[src/rtl/decoder_nto2n_seq.sv]
// Registered N-to-2^N one-hot decoder with enable, plus scan, hold and
// single-shot pulse modes. Every output comes from a flop.
//
// Ports:
//   clk    - rising-edge clock
//   rst_n  - asynchronous active-low reset
//   en     - global enable; low clears out/valid/wrap on the next edge
//   mode   - 00 DECODE, 01 SCAN, 10 HOLD, 11 PULSE
//   sel    - decode index (DECODE/PULSE) or load value (SCAN)
//   load   - SCAN: idx <= sel, divider restarts
//   dir    - SCAN direction: 0 up, 1 down
//   out    - registered one-hot (or all-zero) select lines
//   idx    - registered index being decoded or scanned
//   wrap   - one-cycle pulse when a scan step wraps around
//   valid  - high whenever out is non-zero
module decoder_nto2n_seq #(
   parameter int unsigned N        = 3,
   parameter int unsigned SCAN_DIV = 1
) (
   input  logic              clk,
   input  logic              rst_n,
   input  logic              en,
   input  logic [1:0]        mode,
   input  logic [N-1:0]      sel,
   input  logic              load,
   input  logic              dir,
   output logic [2**N-1:0]   out,
   output logic [N-1:0]      idx,
   output logic              wrap,
   output logic              valid
);

   localparam int unsigned OUTS    = 2**N;
   localparam int unsigned DIV_W   = 16;
   localparam logic [DIV_W-1:0] DIV_LAST = DIV_W'(SCAN_DIV - 1);
   localparam logic [N-1:0]     IDX_MAX  = N'(OUTS - 1);

   typedef enum logic [1:0] {
      M_DECODE = 2'b00,
      M_SCAN   = 2'b01,
      M_HOLD   = 2'b10,
      M_PULSE  = 2'b11
   } mode_e;

   logic [OUTS-1:0]  out_q,   out_d;
   logic [N-1:0]     idx_q,   idx_d;
   logic             wrap_q,  wrap_d;
   logic             valid_q, valid_d;
   logic [DIV_W-1:0] cnt_q,   cnt_d;
   logic             armed_q, armed_d;
   logic [1:0]       mode_q;
   logic             mode_chg;

   function automatic logic [OUTS-1:0] onehot(input logic [N-1:0] i);
      return OUTS'(1) << i;
   endfunction

   // State registers; mode_q remembers last cycle's mode to spot mode changes.
   always_ff @(posedge clk or negedge rst_n) begin
      if (!rst_n) begin
         out_q   <= '0;
         idx_q   <= '0;
         wrap_q  <= 1'b0;
         valid_q <= 1'b0;
         cnt_q   <= '0;
         armed_q <= 1'b0;
         mode_q  <= M_DECODE;
      end else begin
         out_q   <= out_d;
         idx_q   <= idx_d;
         wrap_q  <= wrap_d;
         valid_q <= valid_d;
         cnt_q   <= cnt_d;
         armed_q <= armed_d;
         mode_q  <= mode;
      end
   end

   // Next-state logic for all modes.
   always_comb begin
      out_d    = out_q;
      idx_d    = idx_q;
      wrap_d   = 1'b0;
      cnt_d    = cnt_q;
      armed_d  = 1'b0;
      mode_chg = (mode != mode_q);

      if (!en) begin
         out_d = '0;
      end else begin
         unique case (mode_e'(mode))
            M_DECODE: begin
               idx_d = sel;
               out_d = onehot(sel);
            end
            M_SCAN: begin
               if (load) begin
                  idx_d = sel;
                  cnt_d = '0;
               end else if (mode_chg) begin
                  // Entering scan: keep idx, restart the step divider.
                  cnt_d = '0;
               end else if (cnt_q == DIV_LAST) begin
                  cnt_d = '0;
                  if (!dir) begin
                     idx_d  = (idx_q == IDX_MAX) ? '0 : idx_q + N'(1);
                     wrap_d = (idx_q == IDX_MAX);
                  end else begin
                     idx_d  = (idx_q == '0) ? IDX_MAX : idx_q - N'(1);
                     wrap_d = (idx_q == '0);
                  end
               end else begin
                  cnt_d = cnt_q + DIV_W'(1);
               end
               out_d = onehot(idx_d);
            end
            M_HOLD: begin
            end
            M_PULSE: begin
               // One pulse per arming; re-armed by en low or leaving PULSE.
               armed_d = 1'b1;
               if (!armed_q) begin
                  idx_d = sel;
                  out_d = onehot(sel);
               end else begin
                  out_d = '0;
               end
            end
         endcase
      end

      valid_d = (out_d != '0);
   end

   assign out   = out_q;
   assign idx   = idx_q;
   assign wrap  = wrap_q;
   assign valid = valid_q;

endmodule
[config.mk]
export PLATFORM = sky130hd
export DESIGN_NAME = decoder_nto2n_seq
export DESIGN_NICKNAME = d
export VERILOG_FILES = /design/src/rtl/decoder_nto2n_seq.sv
export SDC_FILE = /design/constraint.sdc
export NUM_CORES = 1
export LEC_CHECK = 0
export ABC_AREA = 0
export CELL_PAD_IN_SITES_DETAIL_PLACEMENT = 0
export CELL_PAD_IN_SITES_GLOBAL_PLACEMENT = 1
export CORE_MARGIN = 1
export CORE_UTILIZATION = 42
export DETAILED_ROUTE_END_ITERATION = 6
export MAX_ROUTING_LAYER = met4
export PLACE_DENSITY = 0.77
export SYNTH_ARGS = -nofsm -noshare
export SYNTH_HDL_FRONTEND = slang
export SYNTH_SLANG_ARGS = --single-unit
export TNS_END_PERCENT = 10
[constraint.sdc]
create_clock -name clk -period 3 [get_ports clk]
set_input_delay 0.45 -clock clk [delete_from_list [all_inputs] [get_ports clk]]
set_output_delay 0.45 -clock clk [all_outputs]
set_load 0.005 [all_outputs]
==> results.md <==
- Clock latency reported for the late side of the worst-skew pair: between 0.2 and 0.3 ns
- Final routed DRC violation total: 0
- # IOs: 23
- Synthesized Nets: 240
- Ant diodes: 0
- Post-DRT Antenna Nets: 0
- Final setup TNS: 0 ns
- Leading register cell type out of synthesis: sky130_fd_sc_hd__dfrtp_1
- Worst slew margin: 0.6157
- Share of the yosys chip area belonging to registers: 0.4100
- Count of maximum capacitance violations: 0
- GRT Util Overall: 0.2161
- CTS tree: done
- Number of antenna violations at the first check in global routing: 0
- GRT met1 Usage: 0.2782
- Total area of multi-input combinational cells: ~1100 µm²
- Top-area cell type share of the netlist area: 0.4100
- CTS Root Cell: sky130_fd_sc_hd__clkbuf_8
- Area added between synthesis and finish: 20.82%
- Total power after layout: 1.074 mW
- Post-synth design cell area: between 1500 and 2000 µm²
- Hpwl dp: ~3300 µm
- First-pass DRT Iterations: 4
- Placer's final routability congestion estimate: ~0.84
- Core Area: 4414 µm²
- Average via count per standard cell: approximately 5.6
- Clock sinks: 32
- Final cycle utilization of the critical path: 0.8481
- Clock power frac: 0.388
- GRT Max-Usage Layer: met2
- Pins over their slew limit: 0
- Switching power share of the total: 0.2706
- Kind of start point of the critical path: register
- Cell type with the highest aggregate area in the netlist: sky130_fd_sc_hd__dfrtp_1
- Cell variety after synth: 45
- Number of CTS-inserted buffers: 5
- Crit-path max FO: 6
- Die extent in x: around 70 µm
- Share of post-route cells with drive strength above 1: 0.07905
- Final net count: between 200 and 300
- Congestion Overflow GR: 0
- Sequential cell area: 800.8 µm²
- Share of synthesized registers carrying an async set or reset: 1.000
- Arrival time of data at the critical path endpoint: around 2.7 ns
- Number of warnings printed during yosys synthesis: 0
- CTS Hold Buffers Added: 0
- First-pass GRT wire length: 7928 µm
- Via count of the first global-routing pass: 1,638
- Final setup fails: 0
- Comb pwr share: 0.181
- Tightest Pin Transition: about 0.57 ns
- Standby leakage power: between 1 and 1.5 nW
- 1st-iter DRT viols: ~130
- Avg Synthesized Cell Area: ~8.7 µm²
- EDFF count, synth: 0
- Required time reported for the critical path endpoint: around 3.2 ns
- Rows: 24
- Total number of vias: 1,709
- Crit path kind: reg -> reg
- Switching power of the nets: 0.2906 mW
- Synth Register Bits: 32
- Met2 track utilization from global routing: 0.3237
- Routed length per instance: 15.23 µm
- Maximum VDD drop: 0.0002659 V
- Maximum number of pins on one net before global-route repair: 33
- Layout fillers: between 400 and 500
- Sequential share of power: 0.431
- Starting density of the core: 0.4425
- Class of the most critical hold timing path: reg -> reg
- Number of hold violations in the final report: 0
- Total of buffers placed on input and output ports: 22
- Top cells by area, synth: sky130_fd_sc_hd__dfrtp_1 41%, sky130_fd_sc_hd__o21ai_0 8.7%, sky130_fd_sc_hd__nand2_1 6.0%, sky130_fd_sc_hd__ha_1 3.8%, sky130_fd_sc_hd__and3_1 3.5%
- Max Fclk: 393.0 MHz
- Gate count after technology mapping: around 220
- H-tree levels: 2
- P per Cell Area: about 460 nW/µm²
- Number of buffers inserted by post-CTS setup repair: 0
- Outcome: completed
- Worst setup EP type: register
- Chip Height: approximately 70 µm
- Setup skew after layout: 0.004381 ns
- Post-Route WL: 4645 µm
- Maximum number of buffers from clock root to sink: 2
- Resized cells post-CTS: 0
- Total die area: 4927 µm²
- Internal power: 0.7835 mW
- Routing usage on met3: 0.04329
- Setup repair after global routing missed its margin: no
- Final Critical Period: 2.544 ns
- Clock Pin Slew Worst Setup and Hold Paths: 0.07 ns
-- synth_stat cells (all sizes together) (4+ instances only) --
cell	number
a21oi	10
and3	11
clkbuf	4
dfrtp	32
ha	6
inv	5
nand2	31
nand3	4
nor2	18
nor2b	7
nor3	6
o21ai	34
o31a	6
xnor2	5
-- layout by cell type, fill, tap and decap left out, drive strengths merged, types with 6 or more instances in the layout --
cell / count
o21ai: 34
dfrtp: 32
nand2: 31
clkdlybuf4s50: 22
nor2: 18
and3: 11
a21oi: 10
nor2b: 7
nor3: 6
o31a: 6
ha: 6
-- registers in the layout, summed over array words and instances (netlist names) --
signal and flops:
cnt_q 16, idx 3, valid 1, mode_q 2, wrap 1, armed_q 1, out 8
-- area by class of cell --
cell class | count | share of cell area
Multi-Input combinational cell | 181 | 0.4687
Sequential cell | 32 | 0.3393
Timing Repair Buffer | 27 | 0.1092
Clock buffer | 5 | 0.02916
Tap cell | 52 | 0.02757
Clock inverter | 3 | 0.01803
Inverter | 5 | 0.007953
-- worst max-delay path, stage by stage (launching register included) --
cell                        delay (ns)
sky130_fd_sc_hd__dfrtp_1          0.42
sky130_fd_sc_hd__inv_1            0.08
sky130_fd_sc_hd__ha_1             0.14
sky130_fd_sc_hd__nor4b_2          0.25
sky130_fd_sc_hd__nand4_1          0.31
sky130_fd_sc_hd__a2111oi_2        0.43
sky130_fd_sc_hd__o31a_1           0.29
sky130_fd_sc_hd__o31a_1           0.21
sky130_fd_sc_hd__a2bb2oi_1        0.19
sky130_fd_sc_hd__nand4_1          0.11
-- power by group through the flow --
| stage | combinational [mW] | sequential, mW | clock [mW] |
|---|---|---|---|
| finish | 0.194 | 0.463 | 0.417 |
| global placement | 0.196 | 0.472 | 0 |
| CTS | 0.196 | 0.463 | 0.425 |
| detailed placement | 0.195 | 0.472 | 0 |
| floorplan | 0.110 | 0.469 | 0 |
| global route | 0.219 | 0.465 | 0.445 |
-- path summary, 6_finish.rpt --
| check | startpoint | endpoint | slack [ns] | cells past startpoint |
|---|---|---|---|---|
| min | cnt_q[13]$_DFFE_PN0P_ | cnt_q[13]$_DFFE_PN0P_ | 0.54 | 1 |
| min reg2reg | cnt_q[13]$_DFFE_PN0P_ | cnt_q[13]$_DFFE_PN0P_ | 0.54 | 1 |
| max | cnt_q[0]$_DFFE_PN0P_ | valid$_DFF_PN0_ | 0.46 | 9 |
| max reg2reg | cnt_q[0]$_DFFE_PN0P_ | valid$_DFF_PN0_ | 0.46 | 9 |
| min in group asynchronous | rst_n | out[7]$_DFF_PN0_ | 0.56 | 2 |
| max in group asynchronous | rst_n | armed_q$_DFF_PN0_ | 2.14 | 2 |
-- logic make-up after synthesis --
kind of cell | share of synthesized area
buffers and inverters | 0.02370
AOI/OAI and AO/OA | 0.2306
xor gates and xnor gates | 0.03588
adders and majority gates | 0.03844
muxes | 0.005125
and+or+nand+nor | 0.2562
DFF | 0.4100
-- metrics by stage --
stage	hold slack (ns)	utilization	cells	worst slack, ns	instance area, µm²
after detailed placement	0.5260	0.5094	297	0.2541	2248
final	0.5378	0.5346	305	0.4556	2360
after global placement	0.5198	0.5094	297	0.2597	2248
after floorplan	0.1544	-	224	0.8031	1953
after CTS	0.5361	0.5346	305	0.4074	2360
after global routing	0.5751	0.5346	305	0.1442	2360
-- layer usage --
| layer | part of all wire | vias to the layer above |
|---|---|---|
| met1 | 0.48 | 805 |
| met3 | 0.033 | 11 |
| li1 | - | 866 |
| met5 | 0 | - |
| met2 | 0.46 | 27 |
| met4 | 0.028 | 0 |
Note: power is estimated with default switching activity, not from simulation.
